`src/rtl/wptr_full.sv`:
```
// Write-domain pointer / full-flag generator for the async FIFO.
// Produces the memory write address, the binary write pointer that is
// synchronised into the read domain, a registered full flag, a fill-level
// estimate and a sticky overflow flag.
// Optional feature: define WFULL_ALMOST_EN to build the registered almost-full
// flag (asserts when free slots <= AFULL_THRESH). Without it, wafull is 0.
module wptr_full #(
  parameter int unsigned ASIZE        = 32,
  parameter int unsigned AFULL_THRESH = 2
) (
  input  logic             wclk,
  input  logic             wrst_n,
  input  logic             w_en,
  input  logic [ASIZE:0]   wsync_rptr,
  input  logic             wovf_clr,
  output logic             wfull,
  output logic [ASIZE-1:0] waddr,
  output logic [ASIZE:0]   wptr,
  output logic [ASIZE:0]   wlevel,
  output logic             woverflow,
  output logic             wafull
);

  logic [ASIZE:0] r_wptr;
  logic           r_wfull;
  logic [ASIZE:0] r_wlevel;
  logic           r_woverflow;

  logic           w_winc;
  logic [ASIZE:0] w_next_wptr;
  logic [ASIZE:0] w_rptr_flip;
  logic           w_next_full;
  logic [ASIZE:0] w_next_level;

  // Accept a write only while not full; full compares against the read
  // pointer with its wrap bit inverted (one full lap ahead).
  always_comb begin
    w_winc       = w_en & ~r_wfull;
    w_next_wptr  = r_wptr + {{ASIZE{1'b0}}, w_winc};
    w_rptr_flip  = {~wsync_rptr[ASIZE], wsync_rptr[ASIZE-1:0]};
    w_next_full  = (w_next_wptr == w_rptr_flip);
    w_next_level = w_next_wptr - wsync_rptr;
  end

  // Pointer, full flag and fill level, all updated on the same edge.
  always_ff @(posedge wclk or negedge wrst_n) begin
    if (!wrst_n) begin
      r_wptr   <= '0;
      r_wfull  <= 1'b0;
      r_wlevel <= '0;
    end else begin
      r_wptr   <= w_next_wptr;
      r_wfull  <= w_next_full;
      r_wlevel <= w_next_level;
    end
  end

  // Sticky overflow: a write attempt while full sets it; set beats clear.
  always_ff @(posedge wclk or negedge wrst_n) begin
    if (!wrst_n) begin
      r_woverflow <= 1'b0;
    end else if (w_en && r_wfull) begin
      r_woverflow <= 1'b1;
    end else if (wovf_clr) begin
      r_woverflow <= 1'b0;
    end
  end

`ifdef WFULL_ALMOST_EN
  localparam logic [ASIZE:0] DEPTH    = {1'b1, {ASIZE{1'b0}}};
  localparam logic [ASIZE:0] AF_LIMIT = DEPTH - (ASIZE+1)'(AFULL_THRESH);

  logic r_wafull;

  // Almost-full tracks the same next level that feeds wlevel.
  always_ff @(posedge wclk or negedge wrst_n) begin
    if (!wrst_n) begin
      r_wafull <= 1'b0;
    end else begin
      r_wafull <= (w_next_level >= AF_LIMIT);
    end
  end

  assign wafull = r_wafull;
`else
  assign wafull = 1'b0;
`endif

  assign wptr      = r_wptr;
  assign waddr     = r_wptr[ASIZE-1:0];
  assign wfull     = r_wfull;
  assign wlevel    = r_wlevel;
  assign woverflow = r_woverflow;

endmodule

```
`config.mk`:
```
export PLATFORM = sky130hd
export DESIGN_NAME = wptr_full
export DESIGN_NICKNAME = d
export VERILOG_FILES = /design/src/rtl/wptr_full.sv
export SDC_FILE = /design/constraint.sdc
export NUM_CORES = 1
export LEC_CHECK = 0
export BUFFER_PORTS_ARGS = -buffer_cell sky130_fd_sc_hd__buf_4
export CAP_MARGIN = 5
export CORE_UTILIZATION = 52
export CTS_CLUSTER_SIZE = 25
export DETAILED_ROUTE_END_ITERATION = 8
export GPL_TIMING_DRIVEN = 0
export PLACE_DENSITY = 0.81
export SLEW_MARGIN = 20
export SYNTH_ARGS = -nofsm -noshare
export SYNTH_HDL_FRONTEND = slang
export SYNTH_SLANG_ARGS = --single-unit
```
`constraint.sdc`:
```
create_clock -name wclk -period 4.3 [get_ports wclk]
set_clock_uncertainty 0.05 [all_clocks]
set_input_delay 0.43 -clock wclk [delete_from_list [all_inputs] [get_ports wclk]]
set_output_delay 0.43 -clock wclk [all_outputs]
set_load 0.01 [all_outputs]
```
Word level (Yosys, flattened, before mapping)
Index checks and enable logic that the tools add are counted.
- word-level logic and storage cells: 14
- register bits: 68
- output and inout port bits: 101
- reduce and logical (&&, ||, !) cells: 2
- bitwise logic cells: 3
- eq/ne operators: 1
- muxes and demuxes: 2
- add/sub/neg operators: 2
- operators with widths (cell ; count):
    $add 33x1->33 ; 1
    $eq 33x33->1 ; 1
    $sub 33x33->33 ; 1
    $mux 1 ; 2
    $not 1->1 ; 2
    $reduce_bool 2->1 ; 1
    $and 1x1->1 ; 1
    $logic_and 1x1->1 ; 1

Logic depth before layout (Yosys ltp)
Gate-level depths: netlist of run 1.
- word-level depth: 4
- gate-level depth with buffers: 17

Worst setup path after synthesis of run 1
Ideal clock, no wire load.
- kind: input port to flip-flop
- start point: input w_en
- end point: register r_wlevel[28], in the netlist wlevel[28]
- setup slack: 773 ps
- arrival time: 3346 ps
- data required time: 4119 ps
- cell stages on the path: 15
- path buffers: 1
- path through: nor2b_1 -> ha_1 -> and4_1 -> nor3b_1 -> and2_1 -> and3_1 -> nand3_1 -> xnor2_1 -> ha_1 -> clkbuf_1 -> a21oi_1 -> o21ai_0 -> o31ai_1 -> o21ai_0 -> xor2_1
- longest elaborated chain between the ends: 3
- RTL lines (element ; RTL line ; text):
    from (decl) ; 13 ; input logic w_en,
    $and 1x1->1 ; 38 ; w_winc = w_en & ~r_wfull;
    $add 33x1->33 ; 39 ; w_next_wptr = r_wptr + {{ASIZE{1'b0}}, w_winc};
    via w_next_wptr[23] ; 30 ; logic [ASIZE:0] w_next_wptr;
    $sub 33x33->33 ; 42 ; w_next_level = w_next_wptr - wsync_rptr;
    via w_next_level[28] ; 33 ; logic [ASIZE:0] w_next_level;
    to (signal assigned) ; 54 ; r_wlevel <= w_next_level;
    to (decl) ; 26 ; logic [ASIZE:0] r_wlevel;
The timed path passes the listed nets, and every way through them passes these cells.
A chain may end at the register's enable or synchronous reset.

Worst setup path after layout of run 1
- start point: register r_wfull, in the netlist wfull
- end point: register r_wlevel[32], in the netlist wlevel[32]
- longest elaborated chain between the ends: 4
- RTL lines (element ; RTL line ; text):
    from (decl) ; 25 ; logic r_wfull;
    from (signal assigned) ; 53 ; r_wfull <= w_next_full;
    $not 1->1 ; 38 ;
    $and 1x1->1 ; 38 ;
    $add 33x1->33 ; 39 ;
    via w_next_wptr[25] ; 30 ;
    $sub 33x33->33 ; 42 ;
    via w_next_level[32] ; 33 ;
The timed path passes the listed nets, and every way through them passes these cells.

==> results.json, run 1 <==
{
  "gp_congestion": 0.855,
  "grt_pass1_vias": 3567,
  "drt_iter0_drc": 140,
  "cp-start-kind": "flop",
  "grt_pass1_wl_um": 17100,
  "tritoncts": "built",
  "hold_buffers": 0,
  "drive_gt1_share_pct": 32.5,
  "p_leak_uw": 0.00310,
  "synthDistinctLibCells": 46,
  "numPortBuffers": 136,
  "synth-seq-area-share_pct": 38.4,
  "grt_max_degree": 69,
  "fin_nets": 692,
  "num_vias": 3897,
  "post-route-period-util_pct": 94.4,
  "area_delta_synth_final_pct": 32.4,
  "ys_ff_latch": 68,
  "r2r_slack_ps": 240,
  "async_reset_ff_share_pct": 100,
  "core_um2": 8220,
  "clock_sinks": 68,
  "vdd_drop_max_uv": 186,
  "fmax_ghz": 0.246,
  "cts.path.max_buffers": 2,
  "clk_pin_slew_ps": 70,
  "antenna_found_initial": 0,
  "synthTopCellsByArea": "dfrtp_1 38%, ha_1 9.6%, xnor2_1 7.7%",
  "track_usage_pct": 25.0,
  "hold_viol_final": 0,
  "synth.top_cell.area_share_pct": 38.4,
  "setup_viol": 0,
  "cp.required_ps": 4510,
  "wire_per_inst_um": 14.9,
  "powerDensity_nw_per_um2": 360,
  "syn-cell-area_um2": 4430,
  "maxSlewViolCount": 0,
  "relSlewSlack_pct": 44.4,
  "crit_type": "reg -> reg",
  "syn_nets": 540,
  "dieArea_um2": 8890,
  "routed_wl_um": 10800,
  "clockRootBuffer": "clkbuf_8",
  "cts_buffers": 9,
  "diodes": 0,
  "hold_path.class": "in -> async",
  "die_x_um": 94.3,
  "ant_nets": 0,
  "dp_hpwl_um": 8380,
  "end_kind": "flop",
  "grt-ovfl-total": 0,
  "synth_edf_count": 0,
  "synth_cells": 468,
  "std_cell_rows": 33,
  "die_h_um": 94.3,
  "fin_crit_ps": 4060,
  "ys.flop_type": "dfrtp_1",
  "status": "finished clean",
  "worstMarginPinSlew_ps": 833,
  "whs_ps": 141,
  "max-cap-violations": 0,
  "viasPerCell": 5.35,
  "drc_errors": 0,
  "start_util_pct": 53.9,
  "htreeDepth": 3,
  "setup-tns-final_ps": 0,
  "yosysWarnings": 0,
  "yosys.area.top_type": "dfrtp_1",
  "drt-pass1-iter-count": 4,
  "syn_avg_cell_area_um2": 9.46,
  "clock_latency_ps": 350,
  "boundaryPins": 138,
  "arrival_ps": 4270,
  "cp_max_fo": 7
}
==> sequential cells by signal, summed over array words and instances, names as in the netlist <==
signal and cells:
woverflow 1, wfull 1, wlevel 33, wptr 33
==> Yosys cell counts, drive strengths merged (3+ instances only) <==
cell,instances
o21ai,19
a21boi,5
o211ai,3
and2,5
a31oi,5
nor3,6
a211oi,5
nor2b,6
a21o,9
and3,14
inv,40
dfrtp,68
xor2,22
buf,34
o21bai,3
ha,34
a21oi,30
or3,3
o31ai,4
nor2,16
nand3,24
xnor2,40
nand2,32
o21a,5
clkbuf,5
nand4,11
==> critical path: stages, from the launching register on <==
cell      delay, ps
dfrtp_1         400
nor2b_1         130
ha_1            260
and4_1          320
nor3b_4         370
and3_1          360
nand2_1         110
xnor2_1         220
ha_1            270
clkbuf_1        180
a21oi_1         170
nor2_1           60
a211oi_1        300
nand2_1         100
a221o_1         340
a21oi_1         190
xnor2_1         140
==> cell usage in the layout (no fill, tap or decap), types with 3 or more instances in the layout <==
| cell type | count |
|---|---|
| nor3_1 | 5 |
| o21a_1 | 5 |
| nand4_1 | 11 |
| nand2_1 | 32 |
| ha_1 | 32 |
| inv_1 | 40 |
| o21bai_1 | 3 |
| clkbuf_1 | 5 |
| o21ai_0 | 18 |
| and2_1 | 5 |
| or3_1 | 3 |
| nand3_1 | 22 |
| xnor2_1 | 37 |
| o211ai_1 | 3 |
| nor2_1 | 16 |
| a21o_1 | 9 |
| buf_4 | 175 |
| clkbuf_8 | 12 |
| xor2_1 | 22 |
| a31oi_1 | 5 |
| and3_1 | 14 |
| a21boi_0 | 5 |
| a21oi_1 | 30 |
| o31ai_1 | 4 |
| nor2b_1 | 6 |
| dfrtp_1 | 68 |
| a211oi_1 | 5 |
==> stage by stage <==
step	total power [uW]	util (%)	worst slack, ps	instances	cell area [um2]
6_report	2110	71.4	242	729	5870
5_1_grt	2240	71.4	-5.77	729	5870
4_1_cts	2130	70.5	124	724	5800
3_5_place_dp	1570	67.9	-249	709	5580
3_3_place_gp	1540	67.9	-241	709	5580
2_1_floorplan	1250	-	773	468	4430
==> final timing paths <==
check / startpoint / end / cells past startpoint
hold / removal: wrst_n / wlevel[27] / 1
max in group asynchronous: wrst_n / wlevel[17] / 1
hold reg to reg: woverflow / woverflow / 2
setup / recovery: wfull / wlevel[32] / 16
min in group wclk: wovf_clr / woverflow / 2
setup reg to reg: wfull / wlevel[32] / 16
==> area by class of cell <==
class	instances	area, um2
Fill cell	614	2350
Multi-Input combinational cell	321	2340
Sequential cell	68	1700
Timing Repair Buffer	141	1060
Buffer	39	274
Clock buffer	12	165
Inverter	40	150
Tap cell	105	131
Clock inverter	3	45.0
==> power by group <==
part | total, uW | switching, uW | internal [uW]
Combinational | 758 | 378 | 380
Sequential | 803 | 69.4 | 733
Clock | 552 | 240 | 312
Total | 2110 | 687 | 1430
==> timing repair <==
item	4_1_cts	5_1_grt
buffers inserted	0	5
pin swaps	0	2
endpoints found under the setup margin	5	10
resized for setup	1	7
==> logic make-up after synthesis <==
kind of cell,synth area share (%)
AO/OA/AOI/OAI,14.0
XOR/XNOR,12.7
adder cells (fa/ha/maj),10.1
buffers and inverters,9.58
flip-flops,38.4
other,0.0847
AND/OR/NAND/NOR,15.2
==> metal layers <==
layer | part of all wire [%] | routed length (um) | up-vias | GRT usage, %
met4 | 1.4 | 148 | 0 | 7.18
met5 | 0 | 0 | - | 0
met3 | 6.0 | 647 | 14 | 3.40
li1 | - | - | 1887 | -
met1 | 46 | 4940 | 1842 | 35.4
met2 | 47 | 5110 | 154 | 39.7
Power figures use the tool's default switching activity.
==> run 2, diff against run 1 <==
--- a/config.mk
+++ b/config.mk
@@ -7,11 +7,11 @@
 export LEC_CHECK = 0
 export BUFFER_PORTS_ARGS = -buffer_cell sky130_fd_sc_hd__buf_4
 export CAP_MARGIN = 5
-export CORE_UTILIZATION = 52
+export CORE_UTILIZATION = 56
 export CTS_CLUSTER_SIZE = 25
 export DETAILED_ROUTE_END_ITERATION = 8
 export GPL_TIMING_DRIVEN = 0
-export PLACE_DENSITY = 0.81
+export PLACE_DENSITY = 0.86
 export SLEW_MARGIN = 20
 export SYNTH_ARGS = -nofsm -noshare
 export SYNTH_HDL_FRONTEND = slang
==> constraint.sdc (replaced) <==
create_clock -name wclk -period 4.9 [get_ports wclk]
set_clock_uncertainty 0.05 [all_clocks]
set_input_delay 0.49 -clock wclk [delete_from_list [all_inputs] [get_ports wclk]]
set_output_delay 0.49 -clock wclk [all_outputs]
set_load 0.02 [all_outputs]
==> results.json, run 2 (synthesis gave the netlist of run 1 again) <==
{
  "status": "finished, violations left",
  "violations": "design-rule violations",
  "p_sw_uw": 711,
  "end_kind": "flop",
  "diodes": 0,
  "core_um2": 7690,
  "drt-pass1-iter-count": 7,
  "vdd_drop_max_uv": 192,
  "tritoncts": "built",
  "whs_ps": 199,
  "cp.required_ps": 5110,
  "num_vias": 4014,
  "hold_viol_final": 0,
  "die_h_um": 90.9,
  "fin_nets": 687,
  "clockRootBuffer": "clkbuf_8",
  "final_cell_mix": "170 x buf_4, 68 x dfrtp_1, 40 x inv_1, 39 x xnor2_1, 34 x ha_1",
  "clock_latency_ps": 350,
  "grt-ovfl-total": 0,
  "hold_buffers": 0,
  "combPwrFrac_pct": 40.4,
  "cts.path.max_buffers": 2,
  "powerDensity_nw_per_um2": 328,
  "cp_max_fo": 6,
  "cts_setup_buffers": 0,
  "numPortBuffers": 136,
  "setup-tns-final_ps": 0,
  "boundaryPins": 138,
  "mostFrequentLayoutCell": "buf_4",
  "drt_iter0_drc": 219,
  "cp-start-kind": "flop",
  "worstMarginPinSlew_ps": 946,
  "swShare_pct": 37.7,
  "gp_congestion": 0.880,
  "wire_per_inst_um": 16.0,
  "grt_max_degree": 69,
  "crit_type": "reg -> reg",
  "area_delta_synth_final_pct": 29.8,
  "setup_viol": 0,
  "grt_pass1_vias": 3762,
  "rsz0062_at_grt": "false",
  "clock_sinks": 68,
  "cp_slowest_stage_delay_ps": 790,
  "cts_buffers": 9,
  "start_util_pct": 57.6,
  "std_cell_rows": 32,
  "r2r_slack_ps": 230,
  "drc_errors": 1,
  "routed_wl_um": 11600,
  "dp_hpwl_um": 8930,
  "antenna_found_initial": 0,
  "p_int_uw": 1180,
  "clk_pin_slew_ps": 80,
  "htreeDepth": 3,
  "fin_crit_ps": 4670,
  "cts_resized": 0,
  "die_x_um": 90.9,
  "crit_chain": "nor2b_1 > ha_1 > and4_1 > nor3b_1 > and2_1 > xor2_1 > ha_1 > a21oi_1 > o21ai_0 > or3_1 > nor3_1 > nor3_1 > a41oi_1 > xnor2_1",
  "dieArea_um2": 8270,
  "viasPerCell": 5.56,
  "relSlewSlack_pct": 36.8,
  "p_leak_uw": 0.00304,
  "maxSlewViolCount": 0,
  "fmax_ghz": 0.214,
  "arrival_ps": 4880,
  "track_usage_pct": 28.2,
  "cp_slowest_cell": "nor3b_1",
  "post-route-period-util_pct": 95.3,
  "p_seq_share_pct": 37.4,
  "hold_path.class": "in -> async",
  "n_fill_cell": 591,
  "grt_pass1_wl_um": 18600,
  "p_clk_share_pct": 22.2,
  "drive_gt1_share_pct": 30.8,
  "ant_nets": 0,
  "max-cap-violations": 0
}
## run 2: changes by cell type in the layout (fill, tap and decap cells not counted), sizes merged
| cell | delta |
|---|---|
| bufinv | -1 |
| clkinv | +2 |
| buf | -5 |
## run 2: power by group through the flow
stage | combinational, uW | sequential [uW] | clock (uW)
2_1_floorplan | 375 | 804 | 0
3_3_place_gp | 725 | 712 | 0
3_5_place_dp | 756 | 718 | 0
4_1_cts | 759 | 706 | 423
5_1_grt | 822 | 716 | 446
6_report | 762 | 706 | 420
## run 2: per-stage QoR
stage / std cells / utilization [%] / total power, uW / setup slack (ps) / cell area (um2)
5_1_grt: 722 / 74.8 / 1980 / 65.1 / 5750
3_3_place_gp: 706 / 72.6 / 1440 / 344 / 5580
6_report: 722 / 74.8 / 1890 / 228 / 5750
3_5_place_dp: 706 / 72.6 / 1470 / 133 / 5580
4_1_cts: 722 / 74.8 / 1890 / 285 / 5750
2_1_floorplan: 468 / - / 1180 / 1300 / 4430
## run 2: area by class of cell
class	count	area (um2)	share of cell area, %
multi-input cells	321	2300	40.1
flip-flops and latches	68	1700	29.6
repair buffers	136	1020	17.8
plain buffers	39	274	4.77
inverters	40	150	2.61
clock buffers	12	145	2.53
well taps	102	128	2.22
clock inverters	4	25.0	0.435
## run 2: path summary, 6_finish.rpt
check	from	endpoint	cells past startpoint
hold reg to reg	wfull	woverflow	2
min in group wclk	wovf_clr	woverflow	2
hold / removal	wrst_n	wptr[27]	1
max in group asynchronous	wrst_n	wlevel[14]	1
setup / recovery	wfull	wlevel[30]	14
setup reg to reg	wfull	wlevel[30]	14
## run 2: routing by layer
layer	up-vias	share of wire (%)	track usage [%]
li1	1884	-	-
met4	0	1.8	9.66
met3	19	5.5	4.10
met1	1935	45	39.3
met5	-	0	0
met2	176	48	45.2
## run 2: critical path: cells and delay by family (launching register included)
family / cells / cell delay, ps
AND/OR/NAND/NOR: 7 / 2480
AO/OA/AOI/OAI: 3 / 660
adder cells (fa/ha/maj): 2 / 610
flip-flops: 1 / 400
XOR/XNOR: 2 / 380
